--- src/rtl/iso14443a_pkg.sv ---
// Shared definitions for the ISO14443-A reader-side scheduler.
//   - datapath mod_type encodings (values the front end decodes)
//   - transaction completion status codes
//   - scheduler state encoding
package iso14443a_pkg;

    localparam logic [2:0] MODE_SNIFFER       = 3'b000;
    localparam logic [2:0] MODE_TAGSIM_LISTEN = 3'b001;
    localparam logic [2:0] MODE_TAGSIM_MOD    = 3'b010;
    localparam logic [2:0] MODE_READER_LISTEN = 3'b011;
    localparam logic [2:0] MODE_READER_MOD    = 3'b100;

    typedef enum logic [1:0] {
        STATUS_OK       = 2'b00,
        STATUS_TIMEOUT  = 2'b01,
        STATUS_OVERFLOW = 2'b10,
        STATUS_ABORTED  = 2'b11
    } status_t;

    typedef enum logic [2:0] {
        IDLE    = 3'd0,
        TX_WAIT = 3'd1,
        TX      = 3'd2,
        FDT     = 3'd3,
        LISTEN  = 3'd4,
        RX      = 3'd5
    } sched_state_t;

endpackage

--- src/rtl/iso14443a_slot_timer.sv ---
// Slot counter used by the reader scheduler.
// Counts enabled strobes, clears synchronously, and sticks at all ones
// instead of wrapping.
// Ports:
//   ck_1356meg    carrier clock, state changes on the falling edge
//   rst           asynchronous active-high reset (count -> 0)
//   clr           synchronous clear, wins over en
//   en            count one slot this cycle
//   limit         value the count is compared against
//   count         current count
//   hit           the increment taken now would land exactly on limit
module iso14443a_slot_timer
    import iso14443a_pkg::*;
#(
    parameter int CNT_W = 16
) (
    input  logic             ck_1356meg,
    input  logic             rst,
    input  logic             clr,
    input  logic             en,
    input  logic [CNT_W-1:0] limit,
    output logic [CNT_W-1:0] count,
    output logic             hit
);

    localparam logic [CNT_W-1:0] CNT_MAX = '1;

    logic [CNT_W-1:0] count_inc;

    assign count_inc = count + CNT_W'(1);
    // Guard against count_inc wrapping to zero when the counter is saturated.
    assign hit       = (count != CNT_MAX) && (count_inc == limit);

    always_ff @(negedge ck_1356meg or posedge rst) begin
        if (rst) begin
            count <= '0;
        end else if (clr) begin
            count <= '0;
        end else if (en && (count != CNT_MAX)) begin
            count <= count_inc;
        end
    end

endmodule

--- src/rtl/iso14443a_reader_sched.sv ---
// Reader-side transaction sequencer for the ISO14443-A datapath.
// One accepted command runs: transmit (READER_MOD) -> frame delay guard ->
// listen (READER_LISTEN) -> response capture, each phase timed in 16-tick
// bit slots marked by slot_strobe. The end of the exchange is reported by a
// one-cycle done pulse with a status code and the response length.
// Ports:
//   ck_1356meg         carrier clock (falling edge active)
//   rst                asynchronous active-high reset
//   slot_strobe        one-cycle pulse per 16 carrier ticks
//   rx_bit             demodulated tag bit, valid with slot_strobe
//   cmd_valid/ready    command handshake (ready only while idle)
//   cmd_tx_slots       slots to transmit
//   cmd_fdt_slots      guard slots after transmit
//   cmd_timeout_slots  listen slots before timeout (0 = never)
//   abort              cancel the running transaction
//   mod_type           datapath mode
//   tx_active          ARM should stream modulation data
//   busy               transaction in progress
//   done               completion pulse
//   status             completion code, held until next done
//   rx_slots           response length, first to last '1', held until next done
module iso14443a_reader_sched
    import iso14443a_pkg::*;
#(
    parameter int CNT_W         = 16,
    parameter int SILENCE_SLOTS = 4
) (
    input  logic             ck_1356meg,
    input  logic             rst,
    input  logic             slot_strobe,
    input  logic             rx_bit,
    input  logic             cmd_valid,
    output logic             cmd_ready,
    input  logic [CNT_W-1:0] cmd_tx_slots,
    input  logic [CNT_W-1:0] cmd_fdt_slots,
    input  logic [CNT_W-1:0] cmd_timeout_slots,
    input  logic             abort,
    output logic [2:0]       mod_type,
    output logic             tx_active,
    output logic             busy,
    output logic             done,
    output logic [1:0]       status,
    output logic [CNT_W-1:0] rx_slots
);

    localparam int               SIL_W    = $clog2(SILENCE_SLOTS + 1);
    localparam logic [CNT_W-1:0] RX_LIMIT = '1;

    sched_state_t     state, state_n;
    logic [2:0]       mod_type_n;
    logic             tx_active_n, busy_n, done_n;
    logic [1:0]       status_n;
    logic [CNT_W-1:0] rx_slots_n;
    logic [CNT_W-1:0] last_one, last_one_n;
    logic [SIL_W-1:0] silence, silence_n, silence_inc;

    logic [CNT_W-1:0] tx_len, fdt_len, to_len;
    logic             accept;

    logic             ph_clr, ph_en, ph_hit;
    logic [CNT_W-1:0] ph_limit, ph_count;
    logic             rx_clr, rx_en, rx_hit;
    logic [CNT_W-1:0] rx_count, rx_count_inc;

    assign cmd_ready    = (state == IDLE);
    assign accept       = cmd_valid && cmd_ready;
    assign silence_inc  = silence + SIL_W'(1);
    assign rx_count_inc = rx_count + CNT_W'(1);

    // Shared phase counter for TX, FDT and LISTEN; cleared at every phase change.
    iso14443a_slot_timer #(.CNT_W(CNT_W)) u_phase_timer (
        .ck_1356meg (ck_1356meg),
        .rst        (rst),
        .clr        (ph_clr),
        .en         (ph_en),
        .limit      (ph_limit),
        .count      (ph_count),
        .hit        (ph_hit)
    );

    // Response length counter; hit flags the step onto the saturation value.
    iso14443a_slot_timer #(.CNT_W(CNT_W)) u_rx_timer (
        .ck_1356meg (ck_1356meg),
        .rst        (rst),
        .clr        (rx_clr),
        .en         (rx_en),
        .limit      (RX_LIMIT),
        .count      (rx_count),
        .hit        (rx_hit)
    );

    // Command lengths are data: captured at accept, not reset.
    always_ff @(negedge ck_1356meg) begin
        if (accept) begin
            tx_len  <= cmd_tx_slots;
            fdt_len <= cmd_fdt_slots;
            to_len  <= cmd_timeout_slots;
        end
    end

    always_ff @(negedge ck_1356meg or posedge rst) begin
        if (rst) begin
            state     <= IDLE;
            mod_type  <= MODE_SNIFFER;
            tx_active <= 1'b0;
            busy      <= 1'b0;
            done      <= 1'b0;
            status    <= STATUS_OK;
            rx_slots  <= '0;
            last_one  <= '0;
            silence   <= '0;
        end else begin
            state     <= state_n;
            mod_type  <= mod_type_n;
            tx_active <= tx_active_n;
            busy      <= busy_n;
            done      <= done_n;
            status    <= status_n;
            rx_slots  <= rx_slots_n;
            last_one  <= last_one_n;
            silence   <= silence_n;
        end
    end

    always_comb begin
        state_n     = state;
        mod_type_n  = mod_type;
        tx_active_n = tx_active;
        busy_n      = busy;
        done_n      = 1'b0;
        status_n    = status;
        rx_slots_n  = rx_slots;
        last_one_n  = last_one;
        silence_n   = silence;
        ph_clr      = 1'b0;
        ph_en       = 1'b0;
        ph_limit    = '0;
        rx_clr      = 1'b1;
        rx_en       = 1'b0;

        if ((state != IDLE) && abort) begin
            state_n     = IDLE;
            mod_type_n  = MODE_SNIFFER;
            tx_active_n = 1'b0;
            busy_n      = 1'b0;
            done_n      = 1'b1;
            status_n    = STATUS_ABORTED;
            rx_slots_n  = '0;
            ph_clr      = 1'b1;
        end else begin
            case (state)
                IDLE: begin
                    ph_clr = 1'b1;
                    if (cmd_valid) begin
                        busy_n = 1'b1;
                        if (cmd_tx_slots != '0) begin
                            state_n = TX_WAIT;
                        end else begin
                            state_n    = FDT;
                            mod_type_n = MODE_READER_LISTEN;
                        end
                    end
                end

                // Transmission is aligned to a slot boundary; the first
                // strobe both starts modulation and counts as slot 1.
                TX_WAIT: begin
                    if (slot_strobe) begin
                        ph_en       = 1'b1;
                        mod_type_n  = MODE_READER_MOD;
                        tx_active_n = 1'b1;
                        state_n     = TX;
                    end
                end

                TX: begin
                    if (slot_strobe) begin
                        if (ph_count == tx_len) begin
                            ph_clr      = 1'b1;
                            mod_type_n  = MODE_READER_LISTEN;
                            tx_active_n = 1'b0;
                            state_n     = FDT;
                        end else begin
                            ph_en = 1'b1;
                        end
                    end
                end

                FDT: begin
                    ph_limit = fdt_len;
                    if (fdt_len == '0) begin
                        ph_clr  = 1'b1;
                        state_n = LISTEN;
                    end else if (slot_strobe) begin
                        if (ph_hit) begin
                            ph_clr  = 1'b1;
                            state_n = LISTEN;
                        end else begin
                            ph_en = 1'b1;
                        end
                    end
                end

                // A '1' on the expiry strobe is checked first, so a late
                // response still wins over the timeout.
                LISTEN: begin
                    ph_limit = to_len;
                    if (slot_strobe) begin
                        if (rx_bit) begin
                            ph_clr     = 1'b1;
                            rx_clr     = 1'b0;
                            rx_en      = 1'b1;
                            last_one_n = CNT_W'(1);
                            silence_n  = '0;
                            state_n    = RX;
                        end else if ((to_len != '0) && ph_hit) begin
                            ph_clr      = 1'b1;
                            state_n     = IDLE;
                            mod_type_n  = MODE_SNIFFER;
                            busy_n      = 1'b0;
                            done_n      = 1'b1;
                            status_n    = STATUS_TIMEOUT;
                            rx_slots_n  = '0;
                        end else begin
                            ph_en = 1'b1;
                        end
                    end
                end

                // Silence reached on the same strobe as saturation is
                // reported as a normal end of response.
                RX: begin
                    rx_clr = 1'b0;
                    if (slot_strobe) begin
                        rx_en = 1'b1;
                        if (rx_bit) begin
                            last_one_n = rx_count_inc;
                            silence_n  = '0;
                        end else begin
                            silence_n = silence_inc;
                        end
                        if (!rx_bit && (silence_inc == SIL_W'(SILENCE_SLOTS))) begin
                            state_n     = IDLE;
                            mod_type_n  = MODE_SNIFFER;
                            busy_n      = 1'b0;
                            done_n      = 1'b1;
                            status_n    = STATUS_OK;
                            rx_slots_n  = last_one;
                        end else if (rx_hit) begin
                            state_n     = IDLE;
                            mod_type_n  = MODE_SNIFFER;
                            busy_n      = 1'b0;
                            done_n      = 1'b1;
                            status_n    = STATUS_OVERFLOW;
                            rx_slots_n  = '1;
                        end
                    end
                end

                default: begin
                    state_n = IDLE;
                end
            endcase
        end
    end

endmodule

--- config.mk ---
export PLATFORM = sky130hd
export DESIGN_NAME = iso14443a_reader_sched
export DESIGN_NICKNAME = d
export VERILOG_FILES = /design/src/rtl/iso14443a_pkg.sv /design/src/rtl/iso14443a_slot_timer.sv /design/src/rtl/iso14443a_reader_sched.sv
export SDC_FILE = /design/constraint.sdc
export NUM_CORES = 1
export LEC_CHECK = 0
export BUFFER_PORTS_ARGS = -buffer_cell sky130_fd_sc_hd__buf_2
export CORE_MARGIN = 3
export CORE_UTILIZATION = 53
export DETAILED_ROUTE_END_ITERATION = 8
export PLACE_DENSITY = 0.82
export RECOVER_POWER = 25
export SLEW_MARGIN = 20
export SYNTH_ARGS = -nofsm -noshare
export SYNTH_HDL_FRONTEND = slang
export SYNTH_SLANG_ARGS = --single-unit
--- constraint.sdc ---
create_clock -name ck_1356meg -period 3.2 [get_ports ck_1356meg]
set_clock_uncertainty 0.2 [all_clocks]
set_input_delay 0.8 -clock ck_1356meg [delete_from_list [all_inputs] [get_ports ck_1356meg]]
set_output_delay 0.8 -clock ck_1356meg [all_outputs]
set_load 0.01 [all_outputs]
### After elaboration in Yosys (flattened, before gate mapping)

Index checks and enable logic that the tools add are counted.

| storage, ports and cells | value |
|---|---|
| bits in registers | 126 |
| bits of input ports | 54 |
| output and inout bits | 25 |

| cells by class | value |
|---|---|
| add/sub/neg operators | 3 |
| equal/unequal tests | 28 |
| multiplexer cells | 105 |
| bitwise operators | 1 |
| reduce and logical (&&, ||, !) cells | 28 |

Operator list:

| operator | number |
|---|---|
| $mux W16 | 16 |
| $pmux W16 S2 | 3 |
| $mux W3 | 24 |
| $mux W1 | 43 |
| $add A16 B1 Y16 const B | 2 |
| $eq A16 B16 Y1 | 2 |
| $ne A16 B16 Y1 const B | 2 |
| $reduce_bool A16 Y1 | 2 |
| $ne A3 B3 Y1 const B | 8 |
| $pmux W3 S6 | 1 |
| $eq A16 B16 Y1 const B | 1 |
| $logic_not A16 Y1 | 1 |
| $mux W2 | 8 |
| $ne A4 B4 Y1 const B | 4 |
| $pmux W3 S5 | 1 |
| $reduce_and A6 Y1 | 2 |
| $reduce_and A11 Y1 | 1 |
| $reduce_and A10 Y1 | 1 |
| $eq A3 B3 Y1 const B | 3 |
| $reduce_bool A3 Y1 | 3 |
| $logic_and A1 B1 Y1 | 8 |
| $ne A2 B2 Y1 const B | 4 |
| $pmux W1 S2 | 4 |
| $pmux W1 S4 | 2 |
| other kinds (16) | 19 |

### Longest topological paths before layout

| depth | value |
|---|---|
| depth after elaboration | 14 |
| gate-level depth with buffers | 13 |

### Hierarchy

Synthesis repeated with hierarchy kept, for this count alone.

| second synthesis, totals | value |
|---|---|
| cells, all modules | 720 |
| area total of the unflattened synthesis | 6979.2 µm² |

By module, submodules not included:

| module | instances | cells an instance | area an instance (µm²) | sequential area each (µm²) |
|---|---|---|---|---|
| iso14443a_reader_sched | 1 | 397 | 4299.1 | 2567.5 |
| iso14443a_slot_timer at u_rx_timer | 1 | 162 | 1363.8 | 400.4 |
| iso14443a_slot_timer at u_phase_timer | 1 | 161 | 1316.3 | 400.4 |

==> flow_metrics.py <==
metrics = {
    "critical_path": {
        "cp_max_fo": 9,
        "worst_setup_path_start_kind": "primary input",
        "cp.required_ns": 1.60,
        "cp_data_arrival_time_ns": 3.20,
        "endpoint_kind": "flip-flop",
        "critPathKind": "primary input to flip-flop",
    },
    "synthesis": {
        "ys.flop_type": "dfrtn_1",
        "synth-seq-area-share_pct": 49.0,
        "yosysTopAreaCell": "dfrtn_1",
        "synthCells": 674,
        "yosys-top-cells-area": "dfrtn_1 (28%), edfxtp_1 (21%), xor2_1 (3.8%)",
        "syn_avg_cell_area_sq_um": 10.2,
        "yosys_warnings": 0,
        "synth_edf_count": 48,
        "synth_top_area_share_pct": 28.0,
        "synth_cell_types": 75,
        "synth_area_sq_um": 6870,
        "synthArstFlopShare_pct": 61.6,
        "ys_ff_latch": 125,
        "syn_nets": 733,
    },
    "cts": {
        "cts.clk_slew.worst_paths_ns": 0.04,
        "clockBufferDepth": 2,
        "root_buffer": "clkbuf_16",
        "clk_latency_ns": 0.49,
        "cts_tree": "yes",
        "numCtsBuffers": 17,
        "htree_levels": 4,
        "clkSinkCount": 125,
    },
    "timing": {
        "tightest_slew_ns": 0.798,
        "max_slew_margin_pct": 46.8,
        "setup_violations": 101,
        "maxSlewViolCount": 0,
        "setup_ws_ns": -1.61,
        "rsz0062_at_grt": "yes",
        "hold_violations": 0,
        "hold_slack_ns": 0.242,
        "finalSetupTns_ns": -76.18,
    },
    "detailed_routing": {
        "wl_microns": 28400,
        "wl_per_cell_microns": 25.1,
        "vias": 7495,
        "drc": 0,
        "final_antenna_net_count": 0,
        "drt_iter0_markers": 1196,
        "avgViaCountPerCell": 6.63,
        "firstDrtPassIters": 8,
    },
    "layout": {
        "diodes": 0,
        "drive_gt1_share_pct": 41.3,
        "synthToLayoutAreaGrowth_pct": 50.5,
        "fin_area_sq_um": 10300,
        "stdcell_count": 1130,
        "nNetsFinal": 1010,
    },
    "die": {
        "ios": 79,
        "die-area_sq_um": 14400,
        "core_region_area_sq_um": 12400,
        "fp.dieH_microns": 120,
        "rows": 40,
        "initial_utilization_pct": 55.6,
        "die_x_microns": 120,
    },
    "power_and_ir_drop": {
        "seq_power_share_pct": 30.5,
        "intPower_mw": 4.54,
        "p_per_area_nw_per_um2": 690,
        "vdd_drop_max_v": 0.000565,
        "swShare_pct": 36.4,
        "switchingPower_mw": 2.60,
        "total_power_mw": 7.14,
        "power_leakage_nw": 4.51,
        "clkPwrFrac_pct": 31.8,
        "combinationalPowerShare_pct": 37.6,
    },
    "placement": {
        "placed_area_sq_um": 8580,
        "numPortBuffers": 78,
        "dp.cells": 1016,
        "dp_hpwl_microns": 14600,
        "place.gp.congestion": 0.940,
    },
    "global_routing": {
        "grt_use_total_pct": 33.5,
        "overflow": 0,
        "grt_pass1_vias": 7302,
        "grt_pass1_wl_microns": 37400,
        "antenna_found_initial": 0,
        "grt_max_degree": 60,
    },
    "worst_hold_path": {
        "hold_class": "flip-flop to flip-flop",
    },
    "job": {
        "max_cap_violations": 0,
    },
    "outcome": {
        "status": "complete, but fails checks",
        "violations": "setup timing",
    },
}
==> cell usage after synthesis, drive strengths merged, types with 5 or more instances <==
| cell | instances |
|---|---|
| inv | 46 |
| o21ai | 38 |
| and3 | 10 |
| clkbuf | 20 |
| nand3 | 18 |
| xnor2 | 25 |
| nor2b | 10 |
| o31ai | 6 |
| o221ai | 14 |
| dfrtn | 77 |
| a211oi | 5 |
| a21oi | 12 |
| ha | 5 |
| and4 | 5 |
| a22oi | 7 |
| o22ai | 18 |
| edfxtp | 48 |
| a21o | 6 |
| buf | 21 |
| o2111ai | 6 |
| nand2 | 58 |
| or3 | 8 |
| o211ai | 10 |
| nand4 | 15 |
| xor2 | 30 |
| nor2 | 63 |
| nor4 | 20 |
| nor3 | 8 |
==> critical path: stages <==
cell      delay (ns)
buf_12          0.11
buf_4           0.15
nor2b_1         0.13
a32oi_1         0.09
xnor2_1         0.22
o211ai_1        0.24
a221oi_4        0.29
nand4_2         0.18
a21o_1          0.27
a21oi_4         0.25
buf_12          0.16
buf_12          0.13
o22ai_1         0.17
==> state kept, by name (all words and copies together), names as in the netlist <==
name and cells:
u_phase_timer.count 16, u_rx_timer.count 16, done 1, tx_active 1, rx_slots 16, busy 1
mod_type 2, status 2, fdt_len 16, tx_len 16, state 3, last_one 16
to_len 16, silence 3
==> cell type report <==
cell class / count / area [sq um]
clock buffers: 20 / 479
clock inverters: 58 / 303
fillers: 589 / 2020
inverters: 45 / 181
multi-input cells: 464 / 3740
flip-flops and latches: 125 / 3370
well taps: 168 / 210
repair buffers: 250 / 2060
==> through the flow <==
step	setup WS, ns	utilization, %
after detailed placement	-1.98	69.4
after CTS	-1.34	80.0
after floorplan	-1.58	-
after global routing	-1.62	83.6
final	-1.61	83.6
after global placement	-1.88	69.4
==> layer usage <==
layer | wire length, microns | vias to the layer above | part of all wire (%) | global-route usage, %
li1 | - | 3038 | - | -
met1 | 9550 | 3506 | 34 | 40.9
met2 | 12700 | 683 | 45 | 54.7
met3 | 3710 | 268 | 13 | 8.91
met4 | 2450 | 0 | 8.6 | 17.3
met5 | 0 | - | 0 | 0
==> power by group through the flow <==
| stage | clock network, mW | registers, mW | logic, mW |
|---|---|---|---|
| 6_report | 2.27 | 2.18 | 2.69 |
| 3_5_place_dp | 0.0915 | 2.19 | 1.95 |
| 5_1_grt | 2.40 | 2.19 | 2.79 |
| 3_3_place_gp | 0.0915 | 2.17 | 1.90 |
| 4_1_cts | 2.24 | 2.16 | 2.22 |
| 2_1_floorplan | 0.0915 | 2.16 | 1.14 |
==> kinds of logic after synthesis <==
| kind of cell | share of synthesized area, % |
|---|---|
| AND/OR/NAND/NOR | 18.0 |
| flip-flops | 49.0 |
| AO/OA/AOI/OAI | 17.6 |
| buffers and inverters | 5.63 |
| XOR/XNOR | 8.32 |
| multiplexers | 0.619 |
| adder cells (fa/ha/maj) | 0.910 |
==> cells in the final DEF (no fill, tap or decap), types with 9 or more instances in the layout <==
| cell | Yosys | layout |
|---|---|---|
| o21ai_2 | 1 | 11 |
| o21ai_0 | 34 | 9 |
| buf_12 | 0 | 17 |
| o211ai_1 | 10 | 10 |
| nor2_1 | 63 | 55 |
| buf_6 | 2 | 15 |
| clkbuf_16 | 0 | 22 |
| buf_4 | 5 | 135 |
| nand4_1 | 13 | 13 |
| nand3_1 | 18 | 16 |
| dfrtn_1 | 77 | 77 |
| o221ai_2 | 0 | 9 |
| buf_2 | 12 | 73 |
| inv_1 | 46 | 89 |
| edfxtp_1 | 48 | 48 |
| nand2_2 | 0 | 10 |
| o22ai_2 | 9 | 9 |
| xor2_1 | 30 | 28 |
| nand2_1 | 58 | 39 |
| nor4_1 | 20 | 20 |
| o21ai_1 | 2 | 15 |
| xnor2_1 | 25 | 21 |
==> path summary, 6_finish.rpt <==
path,start,to,slack (ns),depth (start not counted)
max reg2reg,state[2],rx_slots[14],-0.81,13
max,abort,rx_slots[14],-1.61,13
min reg2reg,silence[0],silence[0],0.24,1
min,silence[0],silence[0],0.24,1
max in group asynchronous,rst,u_phase_timer.count[15],0.42,3
min in group asynchronous,rst,u_rx_timer.count[14],1.83,3
==> repair_timing <==
action	4_1_cts	5_1_grt
setup buffers	16	16
pin swaps	39	31
gates resized for setup	78	63
cloned	6	3
endpoints found under the setup margin	149	101
hold buffers	0	0
Note: power is estimated with default switching activity, not from simulation.
